===== src/rtl/stopwatch_hex.sv =====
// MM:SS:FF stopwatch with run/pause/lap control, driving six active-low 7-segment digits.
// The prescaler divides clk to TICK_HZ; each field keeps its own binary count below 100.
module stopwatch_hex #(
  parameter int unsigned CLK_HZ   = 50000000,
  parameter int unsigned TICK_HZ  = 100,
  parameter int unsigned MIN_MAX  = 99,
  parameter bit          BLANK_LZ = 1'b0
) (
  input  logic       clk,
  input  logic       rst,
  input  logic       start_stop,
  input  logic       lap,
  input  logic       clr,
  output logic [6:0] HEX0,
  output logic [6:0] HEX1,
  output logic [6:0] HEX2,
  output logic [6:0] HEX3,
  output logic [6:0] HEX4,
  output logic [6:0] HEX5,
  output logic       running,
  output logic       wrap
);

  localparam int unsigned DIV = (CLK_HZ / TICK_HZ < 1) ? 1 : CLK_HZ / TICK_HZ;
  localparam int unsigned PW  = (DIV > 1) ? $clog2(DIV) : 1;
  localparam logic [6:0]  SEG_ZERO  = 7'h40;
  localparam logic [6:0]  SEG_BLANK = 7'h7f;

  typedef enum logic [1:0] {IDLE, RUN, LAP, PAUSE} state_t;

  state_t state, next_state;

  logic          start_q, lap_q, clr_q;
  logic          start_p, lap_p, clr_p;
  logic          frozen;
  logic [PW-1:0] presc;
  logic [6:0]    frac, sec, mins;
  logic [6:0]    lat_frac, lat_sec, lat_mins;
  logic [6:0]    d_frac, d_sec, d_mins;
  logic          count_en, tick, zero, capture, unfreeze;
  logic          roll_frac, roll_sec, roll_mins;

  function automatic logic [6:0] seg(input logic [3:0] d);
    logic [6:0] s;
    s = SEG_BLANK;
    case (d)
      4'd0: s = 7'h40;
      4'd1: s = 7'h79;
      4'd2: s = 7'h24;
      4'd3: s = 7'h30;
      4'd4: s = 7'h19;
      4'd5: s = 7'h12;
      4'd6: s = 7'h02;
      4'd7: s = 7'h78;
      4'd8: s = 7'h00;
      4'd9: s = 7'h10;
      default: s = SEG_BLANK;
    endcase
    return s;
  endfunction

  function automatic logic [3:0] tens(input logic [6:0] v);
    return 4'(v / 7'd10);
  endfunction

  function automatic logic [3:0] ones(input logic [6:0] v);
    return 4'(v % 7'd10);
  endfunction

  assign start_p = start_stop & ~start_q;
  assign lap_p   = lap & ~lap_q;
  assign clr_p   = clr & ~clr_q;

  always_ff @(posedge clk) begin
    if (rst) begin
      start_q <= 1'b0;
      lap_q   <= 1'b0;
      clr_q   <= 1'b0;
    end else begin
      start_q <= start_stop;
      lap_q   <= lap;
      clr_q   <= clr;
    end
  end

  always_ff @(posedge clk) begin
    if (rst) state <= IDLE;
    else     state <= next_state;
  end

  // Resuming from PAUSE with a frozen display goes back to LAP so the freeze stays coherent.
  always_comb begin
    next_state = state;
    case (state)
      IDLE:    if (!clr_p && start_p) next_state = RUN;
      RUN:     if (start_p) next_state = PAUSE;
               else if (lap_p) next_state = LAP;
      LAP:     if (start_p) next_state = PAUSE;
               else if (lap_p) next_state = RUN;
      PAUSE:   if (clr_p) next_state = IDLE;
               else if (start_p) next_state = frozen ? LAP : RUN;
      default: next_state = IDLE;
    endcase
  end

  always_comb begin
    count_en = (state == RUN) || (state == LAP);
    zero     = clr_p && ((state == IDLE) || (state == PAUSE));
    capture  = (state == RUN) && (next_state == LAP);
    unfreeze = ((state == LAP) && (next_state == RUN)) ||
               ((state == PAUSE) && (next_state == PAUSE) && lap_p) ||
               zero;
  end

  assign tick      = count_en && (presc == PW'(DIV - 1));
  assign roll_frac = (frac == 7'(TICK_HZ - 1));
  assign roll_sec  = (sec == 7'd59);
  assign roll_mins = (mins == 7'(MIN_MAX));

  always_ff @(posedge clk) begin
    if (rst) begin
      frozen   <= 1'b0;
      presc    <= '0;
      frac     <= '0;
      sec      <= '0;
      mins     <= '0;
      lat_frac <= '0;
      lat_sec  <= '0;
      lat_mins <= '0;
      running  <= 1'b0;
      wrap     <= 1'b0;
    end else begin
      running <= (next_state == RUN) || (next_state == LAP);
      wrap    <= 1'b0;
      if (capture)       frozen <= 1'b1;
      else if (unfreeze) frozen <= 1'b0;
      if (zero) begin
        presc    <= '0;
        frac     <= '0;
        sec      <= '0;
        mins     <= '0;
        lat_frac <= '0;
        lat_sec  <= '0;
        lat_mins <= '0;
      end else begin
        if (capture) begin
          lat_frac <= frac;
          lat_sec  <= sec;
          lat_mins <= mins;
        end
        if (count_en) presc <= tick ? '0 : presc + PW'(1);
        if (tick) begin
          if (!roll_frac) frac <= frac + 7'd1;
          else begin
            frac <= '0;
            if (!roll_sec) sec <= sec + 7'd1;
            else begin
              sec <= '0;
              if (!roll_mins) mins <= mins + 7'd1;
              else begin
                mins <= '0;
                wrap <= 1'b1;
              end
            end
          end
        end
      end
    end
  end

  always_comb begin
    d_frac = frozen ? lat_frac : frac;
    d_sec  = frozen ? lat_sec  : sec;
    d_mins = frozen ? lat_mins : mins;
  end

  always_ff @(posedge clk) begin
    if (rst) begin
      HEX0 <= SEG_ZERO;
      HEX1 <= SEG_ZERO;
      HEX2 <= SEG_ZERO;
      HEX3 <= SEG_ZERO;
      HEX4 <= SEG_ZERO;
      HEX5 <= BLANK_LZ ? SEG_BLANK : SEG_ZERO;
    end else begin
      HEX0 <= seg(ones(d_frac));
      HEX1 <= seg(tens(d_frac));
      HEX2 <= seg(ones(d_sec));
      HEX3 <= seg(tens(d_sec));
      HEX4 <= seg(ones(d_mins));
      HEX5 <= (BLANK_LZ && (d_mins < 7'd10)) ? SEG_BLANK : seg(tens(d_mins));
    end
  end

endmodule


===== config.mk =====
export PLATFORM = sky130hd
export DESIGN_NAME = stopwatch_hex
export DESIGN_NICKNAME = d
export VERILOG_FILES = /design/src/rtl/stopwatch_hex.sv
export SDC_FILE = /design/constraint.sdc
export NUM_CORES = 1
export LEC_CHECK = 0
export CAP_MARGIN = 20
export CORE_MARGIN = 2
export CORE_UTILIZATION = 40
export CTS_CLUSTER_SIZE = 16
export DETAILED_ROUTE_END_ITERATION = 6
export GPL_TIMING_DRIVEN = 0
export PLACE_DENSITY = 0.65
export SLEW_MARGIN = 20
export SYNTH_ARGS = -nofsm -noshare
export SYNTH_HDL_FRONTEND = slang
export SYNTH_SLANG_ARGS = --single-unit
export TNS_END_PERCENT = 50

===== constraint.sdc =====
create_clock -name clk -period 15.4 [get_ports clk]
set_clock_uncertainty 0.2 [all_clocks]
set_input_delay 3.08 -clock clk [delete_from_list [all_inputs] [get_ports clk]]
set_output_delay 3.08 -clock clk [all_outputs]
set_load 0.01 [all_outputs]

==> results.cfg <==
[place]
dpl.cell_count = 1083
io_buffers = 48
place_area_um2 = 7740
gp_congestion = 0.888
place_hpwl_mm = 11.3

[clocking]
clock_path_buffers = 2
cts_made_buffers = 9
htreeDepth = 3
post_cts_resized = 0
cts_setup_buffers = 0
cts-root-buf = clkbuf_16
clock_latency_ns = 0.36
hold_buffers = 0
clk_pin_slew_ns = 0.08
tritoncts = yes
clock-sinks = 111

[die]
die_h_um = 136
die_area_um2 = 18500
num_rows = 48
core_um2 = 17200
start_util_pct = 40.7
die_x_um = 136
io_pins = 49

[finish]
stdcell_area_um2 = 8050
area_delta_synth_final_pct = 15.3
largest_reg_flops = 19
top_register = presc
nets = 919
num_antenna_cells = 0
finalCoreUtilization_pct = 46.9
drive_gt1_share_pct = 11.1
finalNonFillerCells = 1099

[setup_path]
arrival_ns = 6.09
crit_type = reg -> reg
cp-end-kind = flip-flop
path_delay_family = simple AND/OR/NAND/NOR gates
slowest_delay_ns = 0.39
crit_top_cell = nor2_1
critical_path_buf_inv_count = 7
cp_slowest_cell = o32ai_2
cp_max_fo = 10
critPathLaunchType = flip-flop
crit_required_ns = 15.46

[grt]
grt_pass1_wl_mm = 25.2
gr-usage-all-layers_pct = 16.9
gr-total-overflow = 0
first_global_vias = 5102
grt_max_degree = 20
antenna_found_initial = 0

[timing]
hold_violations = 0
tns_ns = 0
worst_pin_slew_ns = 0.745
max_freq_mhz = 166
fin_crit_sh_pct = 39.2
fin_crit_ns = 6.03
rsz0062_at_grt = no
setup_viol = 0
finalMaxSlewViolations = 0
slew_headroom_pct = 48.9

[logic_synthesis]
syn_nets = 860
synthAdderAreaFrac_pct = 8.37
synth_top_family_by_area = simple AND/OR/NAND/NOR gates
yosys.area_share.simple_pct = 21.3
avgSynthCellArea_um2 = 8.62
synth-edff-count = 0
synth-compound-area-share_pct = 18.1
muxShareOfSynthArea_pct = 9.68
synthCells = 810
synthesis.area_um2 = 6980
yosysWarnings = 0
synth_xor_area_share_pct = 6.22
synth.distinct_cells = 93
synth-seq-cells = 111
synth-seq-area-share_pct = 31.8
async_flop_share_pct = 0
ys.flop_type = dfxtp_1

[drt]
wl_met1_mm = 7.65
route.met2.wl_mm = 6.85
ant_nets = 0
avgRoutedWirePerCell_um = 13.9
firstDrtPassIters = 4
wl_met3_um = 697
viasPerCell = 5.25
drt_first_iter_violations = 318
top_layer = met4
vias = 5766
drt_wl_total_mm = 15.3
drc = 0

[power]
worst_ir_drop_vdd_mv = 0.0686
leakage_nw = 2.90
p_total_mw = 0.577
pwr_density_cell_nw_per_um2 = 71.6

[hold_path]
min_path_type = reg -> reg

[run_status]
status = completed

[run]
maxCapViolCount = 0
final timing paths:
| path | slack [ns] | cells past startpoint | from | end |
|---|---|---|---|---|
| hold / removal | 0.26 | 2 | lat_frac[0]$_SDFFE_PP0P_ | lat_frac[0]$_SDFFE_PP0P_ |
| setup / recovery | 9.37 | 27 | frozen$_SDFFE_PP0P_ | HEX2[3]$_SDFF_PP0_ |
| hold reg to reg | 0.26 | 2 | lat_frac[0]$_SDFFE_PP0P_ | lat_frac[0]$_SDFFE_PP0P_ |
| setup reg to reg | 9.37 | 27 | frozen$_SDFFE_PP0P_ | HEX2[3]$_SDFF_PP0_ |
cells by family after synthesis:
family          after synthesis
simple gates                308
compound gates              181
flops                       111
buf+inv                      65
mux                          54
fa+ha+maj                    47
xor+xnor                     44
per-stage QoR:
step / hold slack [ns] / setup WS (ns)
after floorplan: 0.236 / 10.14
after global placement: 0.242 / 9.37
after detailed placement: 0.248 / 9.31
after CTS: 0.259 / 9.38
after global routing: 0.274 / 8.84
final: 0.260 / 9.37
power by group:
group	total [mW]	internal, mW	switching [mW]	leakage, nW
Sequential	0.292	0.290	0.00226	0.895
Clock	0.242	0.129	0.113	0.148
Combinational	0.0429	0.0156	0.0273	1.85
Total	0.577	0.434	0.143	2.90
per-layer routing:
layer  vias to the layer above  GRT usage, %
met5                         -             0
met4                         0          3.36
met3                         7          4.18
met2                       115          25.9
met1                      2650          24.1
li1                       2994             -
placed cells by master, fill, tap and decap left out, types with 4 or more instances in the layout:
master and count:
a21oi_1 63, or3_1 5, nand3_1 21, nor2_1 78
a221oi_1 6, o21ai_1 6, mux2i_2 9, xnor2_1 12
or2_2 4, nand4_1 19, xor2_1 28, mux2_2 11
mux2_4 7, clkbuf_1 26, nor3_1 25, dfxtp_1 111
mux2i_1 21, nor2b_1 11, a21oi_2 5, o21ai_0 28
clkdlybuf4s50_1 48, ha_1 45, a211oi_1 5, o21a_1 6
clkbuf_16 9, and3_1 7, inv_1 25, o211ai_1 5
mux2i_4 4, a31oi_1 10, nand2_1 99, nand2b_1 7
synthesized netlist by cell type (all sizes together) (3+ instances only):
library cell	instances	share of area, %
buf	13	1.8
nand2b	7	0.63
nand2	99	5.3
mux2	20	3.6
nor4	3	0.27
o22ai	3	0.47
nand3	22	1.6
a21o	3	0.32
and3	7	0.63
a21boi	3	0.32
nor2	80	4.4
a221oi	7	0.97
nor3	28	2.2
nor2b	11	0.99
a211oi	8	1.1
and2	3	0.27
mux2i	34	6.1
a21oi	68	5.1
dfxtp	111	32
ha	45	8.1
o211ai	6	0.72
a311oi	4	0.59
inv	26	1.4
o21a	7	0.86
nor3b	4	0.50
nand4	19	1.7
xnor2	15	2.4
o21ai	36	2.8
a31oi	10	0.90
or3	5	0.45
a22oi	4	0.70
o31ai	3	0.32
clkbuf	26	1.4
or2	8	0.75
nor4b	3	0.38
xor2	28	3.5
worst register-to-register path, cell delays in order (launching register included):
cell,delay (ns)
dfxtp_1,0.31
buf_6,0.13
buf_12,0.15
buf_12,0.15
buf_8,0.16
and3b_1,0.18
nor2_1,0.23
nor2_1,0.10
nor2_1,0.11
ha_1,0.17
clkbuf_1,0.34
nor2_1,0.11
o32ai_2,0.39
a221o_1,0.24
buf_4,0.16
nand2_1,0.09
nand4_1,0.17
and2_1,0.25
ha_1,0.29
or2_1,0.14
o2111ai_2,0.16
or2_4,0.33
a21oi_2,0.27
xor2_1,0.28
inv_1,0.13
ha_1,0.22
mux2_1,0.30
o21a_1,0.17
cell type report:
cell class | instances | area [um2]
well taps | 225 | 282
clock buffers | 9 | 225
plain buffers | 39 | 224
clock inverters | 7 | 80.1
inverters | 26 | 97.6
flip-flops and latches | 111 | 2220
fillers | 1680 | 9130
repair buffers | 48 | 480
multi-input cells | 634 | 4440
(Power assumes the default switching activity.)
